`config.mk`:
```
export PLATFORM = sky130hd
export DESIGN_NAME = decoder_nto2n_reg
export DESIGN_NICKNAME = d
export VERILOG_FILES = /design/src/rtl/decoder_nto2n_reg_pkg.sv /design/src/rtl/decoder_nto2n_reg_dwell_counter.sv /design/src/rtl/decoder_nto2n_reg.sv
export SDC_FILE = /design/constraint.sdc
export NUM_CORES = 1
export LEC_CHECK = 0
export ABC_CLOCK_PERIOD_IN_PS = 800
export BUFFER_PORTS_ARGS = -buffer_cell sky130_fd_sc_hd__buf_4
export CORE_AREA = 5 5 42 44
export CTS_CLUSTER_DIAMETER = 100
export DETAILED_ROUTE_END_ITERATION = 8
export DIE_AREA = 0 0 47 49
export SLEW_MARGIN = 20
export SYNTH_ARGS = -nofsm -noshare
export SYNTH_HDL_FRONTEND = slang
export SYNTH_HIERARCHICAL = 1
export SYNTH_SLANG_ARGS = --single-unit
```
`constraint.sdc`:
```
create_clock -name clk -period 0.8 [get_ports clk]
set_clock_uncertainty 0.15 [all_clocks]
set_input_delay 0.04 -clock clk [delete_from_list [all_inputs] [get_ports clk]]
set_output_delay 0.04 -clock clk [all_outputs]
set_load 0.02 [all_outputs]
```
`src/rtl/decoder_nto2n_reg_pkg.sv`:
```
// Shared state encoding and one-hot helper for the registered N-to-M decoder.
package decoder_pkg;

    localparam int SEL_MAX_W = 6;
    localparam int MAX_OUT   = 64;

    typedef enum logic [1:0] {
        ST_IDLE   = 2'd0,
        ST_ACTIVE = 2'd1,
        ST_SCAN   = 2'd2
    } state_t;

    // Codes at or beyond n decode to all-zero so callers can slice the low bits.
    function automatic logic [MAX_OUT-1:0] onehot(input logic [SEL_MAX_W-1:0] code, input int n);
        logic [MAX_OUT-1:0] res;
        res = '0;
        if (int'(code) < n) begin
            res = MAX_OUT'(1) << code;
        end
        return res;
    endfunction

endpackage

```
`src/rtl/decoder_nto2n_reg_dwell_counter.sv`:
```
// Up-counter with synchronous clear and a terminal-count flag at DWELL-1.
module dwell_counter #(
    parameter int CNT_W = 8,
    parameter int DWELL = 1
) (
    input  logic clk,
    input  logic rst,
    input  logic clr,
    input  logic inc,
    output logic tc
);

    localparam logic [CNT_W-1:0] TERM = CNT_W'(DWELL - 1);

    logic [CNT_W-1:0] count;

    always_ff @(posedge clk) begin
        if (rst || clr) begin
            count <= '0;
        end else if (inc) begin
            count <= count + 1'b1;
        end
    end

    assign tc = (count == TERM);

endmodule

```
`src/rtl/decoder_nto2n_reg.sv`:
```
// Registered N-to-M one-hot decoder with enable, dwell timer and range error.
// Optional auto-scan sequencer is built when DECODER_SCAN_EN is defined.
module decoder_nto2n_reg
    import decoder_pkg::*;
#(
    parameter int SEL_W = 2,
    parameter int OUT_N = 4,
    parameter int DWELL = 0,
    parameter int CNT_W = 8
) (
    input  logic             clk,
    input  logic             rst,
    input  logic             en,
    input  logic             load,
    input  logic [SEL_W-1:0] sel,
    output logic [OUT_N-1:0] out,
    output logic             valid,
    output logic             err
`ifdef DECODER_SCAN_EN
    ,
    input  logic             scan_start,
    output logic             scan_busy
`endif
);

    // Scan steps always last at least one cycle, so the shared counter never sees 0.
    localparam int HOLD = (DWELL > 0) ? DWELL : 1;

    state_t             state;
    logic               load_go;
    logic               scan_go;
    logic               in_range;
    logic               cnt_clr;
    logic               cnt_inc;
    logic               cnt_tc;
    logic [MAX_OUT-1:0] oh_full;

    assign oh_full  = onehot(SEL_MAX_W'(sel), OUT_N);
    assign in_range = (int'(sel) < OUT_N);

`ifdef DECODER_SCAN_EN
    logic [SEL_W-1:0] scan_idx;

    assign scan_go = en && scan_start && (state != ST_SCAN);
    assign load_go = en && load && (state != ST_SCAN) && !scan_go;
`else
    assign scan_go = 1'b0;
    assign load_go = en && load;
`endif

    assign cnt_inc = (state != ST_IDLE);
    assign cnt_clr = !en || load_go || scan_go || (state == ST_IDLE) || cnt_tc;

    dwell_counter #(
        .CNT_W(CNT_W),
        .DWELL(HOLD)
    ) u_dwell (
        .clk(clk),
        .rst(rst),
        .clr(cnt_clr),
        .inc(cnt_inc),
        .tc (cnt_tc)
    );

    always_ff @(posedge clk) begin
        if (rst) begin
            state <= ST_IDLE;
            out   <= '0;
            valid <= 1'b0;
            err   <= 1'b0;
`ifdef DECODER_SCAN_EN
            scan_busy <= 1'b0;
            scan_idx  <= '0;
`endif
        end else begin
            err <= 1'b0;
            if (!en) begin
                state <= ST_IDLE;
                out   <= '0;
                valid <= 1'b0;
`ifdef DECODER_SCAN_EN
                scan_busy <= 1'b0;
            end else if (scan_go) begin
                state     <= ST_SCAN;
                out       <= OUT_N'(1);
                valid     <= 1'b1;
                scan_busy <= 1'b1;
                scan_idx  <= '0;
`endif
            end else if (load_go) begin
                // Retrigger writes the new code directly, so out never goes multi-hot.
                if (in_range) begin
                    state <= ST_ACTIVE;
                    out   <= oh_full[OUT_N-1:0];
                    valid <= 1'b1;
                end else begin
                    state <= ST_IDLE;
                    out   <= '0;
                    valid <= 1'b0;
                    err   <= 1'b1;
                end
            end else begin
                case (state)
                    ST_ACTIVE: begin
                        if (DWELL > 0 && cnt_tc) begin
                            state <= ST_IDLE;
                            out   <= '0;
                            valid <= 1'b0;
                        end
                    end
`ifdef DECODER_SCAN_EN
                    ST_SCAN: begin
                        if (cnt_tc) begin
                            if (scan_idx == SEL_W'(OUT_N - 1)) begin
                                state     <= ST_IDLE;
                                out       <= '0;
                                valid     <= 1'b0;
                                scan_busy <= 1'b0;
                            end else begin
                                scan_idx <= scan_idx + 1'b1;
                                out      <= out << 1;
                            end
                        end
                    end
`endif
                    default: ;
                endcase
            end
        end
    end

endmodule
```
# Yosys cells after proc, flatten, opt, wreduce, memory -nomap -nowiden
# Index checks and enable logic that the tools add are counted.
[totals] ff_bits=5 inputBits=6 wordCells=6
[classes] shift=1 bitwise=1 reduce_logical=2
[ops] operator="<< shifter 1 x 2 -> 4 bit, first input constant" count=1
[ops] operator="OR reduction 2 bit" count=1
[ops] operator="logical AND 1 bit" count=1
[ops] operator="inverter 1 bit" count=1

# Depth between registers and ports, before layout
[depth] word_depth=2 mapped_depth=2 ltp_nobuf=2

# Least setup slack after synthesis
# Ideal clock, no wire load.
[synth_path] path_type="register to register" startpoint="reg, netlist name out[0]" endpoint="reg out[0]" t_arrival_ns=0.608 setup_slack_ns=-0.024 stages_incl_launch_ff=3 path_buffers=0 cell_sequence="dfxtp_1 > nand2b_1 > a21oi_2"
[synth_rtl] item="to (signal assigned)" line="decoder_nto2n_reg.sv:94" rtl="out <= oh_full[OUT_N-1:0];"
[synth_rtl] item="to (decl)" line="decoder_nto2n_reg.sv:16" rtl="output logic [OUT_N-1:0] out,"

# Final worst setup path
[layout_path] startpoint="reg valid" endpoint="out valid"
[layout_rtl] item="from (decl)" line="decoder_nto2n_reg.sv:17" rtl="output logic valid,"
[layout_rtl] item="from (signal assigned)" line="decoder_nto2n_reg.sv:69" rtl="valid <= 1'b0;"
[layout_rtl] item="from (signal assigned)" line="decoder_nto2n_reg.sv:80" rtl="valid <= 1'b0;"
[layout_rtl] item="from (signal assigned)" line="decoder_nto2n_reg.sv:95" rtl="valid <= 1'b1;"
# No word-level cell between the ends.

==> impl_summary.log <==
INFO  metric global_route.peak_usage_layer = met1
INFO  metric worstSetupPathType = flop to primary output
INFO  metric switchingPower = 149 µW
INFO  metric cp.buffers_inverters = 1
INFO  metric number_of_fillers_in_the_final_layout = 169
INFO  metric layout_worst_path_cycle_share = 110%
INFO  metric via_count_of_the_first_global_routing_pass = 201
INFO  metric p_leak = 0.163 nW
INFO  metric htree_levels = 1
INFO  metric multiInputGateArea = 103 µm²
INFO  metric final-hold-violation-count = 1
INFO  metric dr.pass1.iters = 2
INFO  metric critPathSlowestCell = sky130_fd_sc_hd__dfxtp_2
INFO  metric die_y = 49 µm
INFO  metric part_of_the_power_in_the_clock_network = 45.7%
INFO  metric initial_standard_cell_utilization_of_the_core = 14.5%
INFO  metric cap_violations = 0
INFO  metric n_antenna_cell = 0
INFO  metric grt_start_max_net_pins = 9
INFO  metric drcViolationCount = 0
INFO  metric routed_via_density = 3.56
INFO  metric final_net_count = 46
INFO  metric timing.critical_path.required = 610 ps
INFO  metric worst-endpoint-arrival = 690 ps
INFO  metric grt_util_met1 = 7.05%
INFO  metric die_x = 47 µm
INFO  metric yosys_warnings = 6
INFO  metric setup_viol = 6
INFO  metric cts_tree = yes
INFO  metric post_synth_inst_count = 22
INFO  metric setup.reg_to_reg.worst_slack = -30 ps
INFO  metric routed_vias = 196
INFO  metric grtUsageMet3 = 3.32%
INFO  metric drive_above_1_share = 61.5%
INFO  metric numCtsBuffers = 3
INFO  metric synthesis.area = 203 µm²
INFO  metric run_status = complete, but fails checks
INFO  metric power_per_cell_area = 1690 mW/mm²
INFO  metric groute.usage.overall = 5.57%
INFO  metric place_inst = 50
INFO  metric final_period_minus_worst_setup_slack = 880 ps
INFO  metric global_route_wire_length_before_repair = 841 µm
INFO  metric worstHoldPathType = input pin to flop
INFO  metric peakVddDrop = 543 µV
INFO  metric synth_seq_area_share = 49.4%
INFO  metric grt_antenna_before_repair = 0
INFO  metric combPwrFrac = 13.7%
INFO  metric cts.sink_count = 5
INFO  metric grt-ovfl-total = 0
INFO  metric setup_repair_after_global_routing_missed_its_margin = yes
INFO  metric die-area = 0.00230 mm²
INFO  metric power.switching_fraction = 23.0%
INFO  metric drv_slew = 0
INFO  metric syn_area_per_cell = 9.21 µm²
INFO  metric placementRows = 14
INFO  metric failed_checks = hold timing, setup timing
INFO  metric drtAntennaViolNets = 0
INFO  metric worstPathMaxFanout = 2
INFO  metric synth-seq-cells = 5
INFO  metric share_seq_of_total_power = 40.6%
INFO  metric yosys.area.top_type_share = 49.4%
INFO  metric synth_area_leader_cell = sky130_fd_sc_hd__dfxtp_1
INFO  metric cts.path.max_buffers = 2
INFO  metric max_stage_delay = 330 ps
INFO  metric ff_latch_area = 106 µm²
INFO  metric port-buffer-count = 10
INFO  metric clkTransAtPathRegs = 50 ps
INFO  metric insertion_delay = 240 ps
INFO  metric postLayoutSetupSlackWorst = -80.5 ps
INFO  metric cp-start-kind = flop
INFO  metric ys_top_cells_by_area = sky130_fd_sc_hd__dfxtp_1 49%, sky130_fd_sc_hd__nand2b_1 15%, sky130_fd_sc_hd__a21oi_1 7.4%
INFO  metric end_kind = primary output
INFO  metric cts-root-buf = sky130_fd_sc_hd__clkbuf_4
INFO  metric mappedNetlistNets = 28
INFO  metric layout.cells.non_filler = 55
INFO  metric netlist-cell-type-count = 10
INFO  metric synthToLayoutAreaGrowth = 88.9%
INFO  metric critPathTopFamily = flip-flops
INFO  metric drt_wl_total = 504 µm
INFO  metric cp_cell_sequence = buf_6
INFO  metric num_io_pins = 12
INFO  metric drt-wirelength-per-cell = 9.16 µm
INFO  metric place.gp.congestion = 0.679
INFO  metric internal-power = 498 µW
INFO  metric core_region_area = 0.00140 mm²
INFO  metric globalRouteMet2Util = 5.88%
INFO  metric fmax = 1140 MHz
INFO  metric post_route_worst_hold_slack = -52.8 ps
INFO  metric drt_iter0_markers = 3
-- state kept, by name, indices dropped and copies added, names as in the netlist --
name	cells
out	4
valid	1
-- per-layer routing --
metal | up-vias | part of all wire [%] | wire length, µm
met3 | 0 | 13 | 67
li1 | 104 | - | -
met1 | 84 | 45 | 226
met5 | - | 0 | 0
met4 | 0 | 0 | 0
met2 | 8 | 42 | 210
-- stage by stage --
step	total power [mW]	utilization (%)	cell area, µm²	TNS [ps]	worst slack, ps
floorplan	0.300	-	208	0	29.9
global placement	0.345	22.7	318	-113	-113
detailed placement	0.345	22.7	318	-129	-129
CTS	0.653	26.5	372	-413	-81.1
global route	0.694	27.3	383	-554	-116
finish	0.647	27.3	383	-396	-80.5
-- synthesized netlist by cell type --
| cell | n |
|---|---|
| sky130_fd_sc_hd__dfxtp_1 | 5 |
| sky130_fd_sc_hd__nand2b_1 | 5 |
| sky130_fd_sc_hd__a21oi_1 | 3 |
| sky130_fd_sc_hd__nand3b_1 | 2 |
| sky130_fd_sc_hd__nor2_1 | 2 |
| sky130_fd_sc_hd__a21oi_2 | 1 |
| sky130_fd_sc_hd__buf_4 | 1 |
| sky130_fd_sc_hd__conb_1 | 1 |
| sky130_fd_sc_hd__nand3_1 | 1 |
| sky130_fd_sc_hd__or3b_1 | 1 |
-- power by group through the flow --
stage,clock (mW),combinational (mW),sequential [mW]
floorplan,0,0.0270,0.273
global placement,0,0.0805,0.265
detailed placement,0,0.0804,0.265
CTS,0.305,0.0862,0.262
global route,0.333,0.0981,0.262
finish,0.296,0.0886,0.262
-- kinds of logic after synthesis --
logic type / after synthesis / share of synthesized area (%)
other: 1 / 1.85
buffers and inverters: 1 / 3.71
AO/OA/AOI/OAI: 4 / 11.7
flip-flops: 5 / 49.4
AND/OR/NAND/NOR: 11 / 33.3
-- timing repair --
item,CTS,global route
buffers inserted,1,0
resized for setup,6,2
endpoints found under the hold margin,1,1
pin swaps,0,1
cloned,0,0
setup endpoints to repair,5,6
-- worst register-to-register path: cells and delay by family, from the launching register on --
kind                   cells  cell delay (ps)
DFF                        1              330
AOI/OAI and AO/OA          1              130
buffers and inverters      1              100
and+or+nand+nor            1               40
-- final cells by class --
type	instances	share of cell area [%]
sequential	5	27.8
multi-input combinational	16	26.8
clock buffer	4	6.86
tap	16	5.23
timing repair buffer	14	33.3
-- final timing paths --
check	startpoint	endpoint	depth (start not counted)
worst max-delay path	valid	valid	1
worst min-delay path	sel[1]	out[0]	3
worst max register to register	out[0]	out[0]	3
worst min register to register	out[2]	out[2]	2
-- cell usage in the layout, fill, tap and decap left out, drive strengths merged --
cell,netlist,routed
nor2,2,2
dfxtp,5,5
conb,1,1
or3b,1,1
nand3b,2,2
buf,1,14
clkbuf,0,4
nand2b,5,5
a21oi,4,4
nand3,1,1
Power figures use the tool's default switching activity.
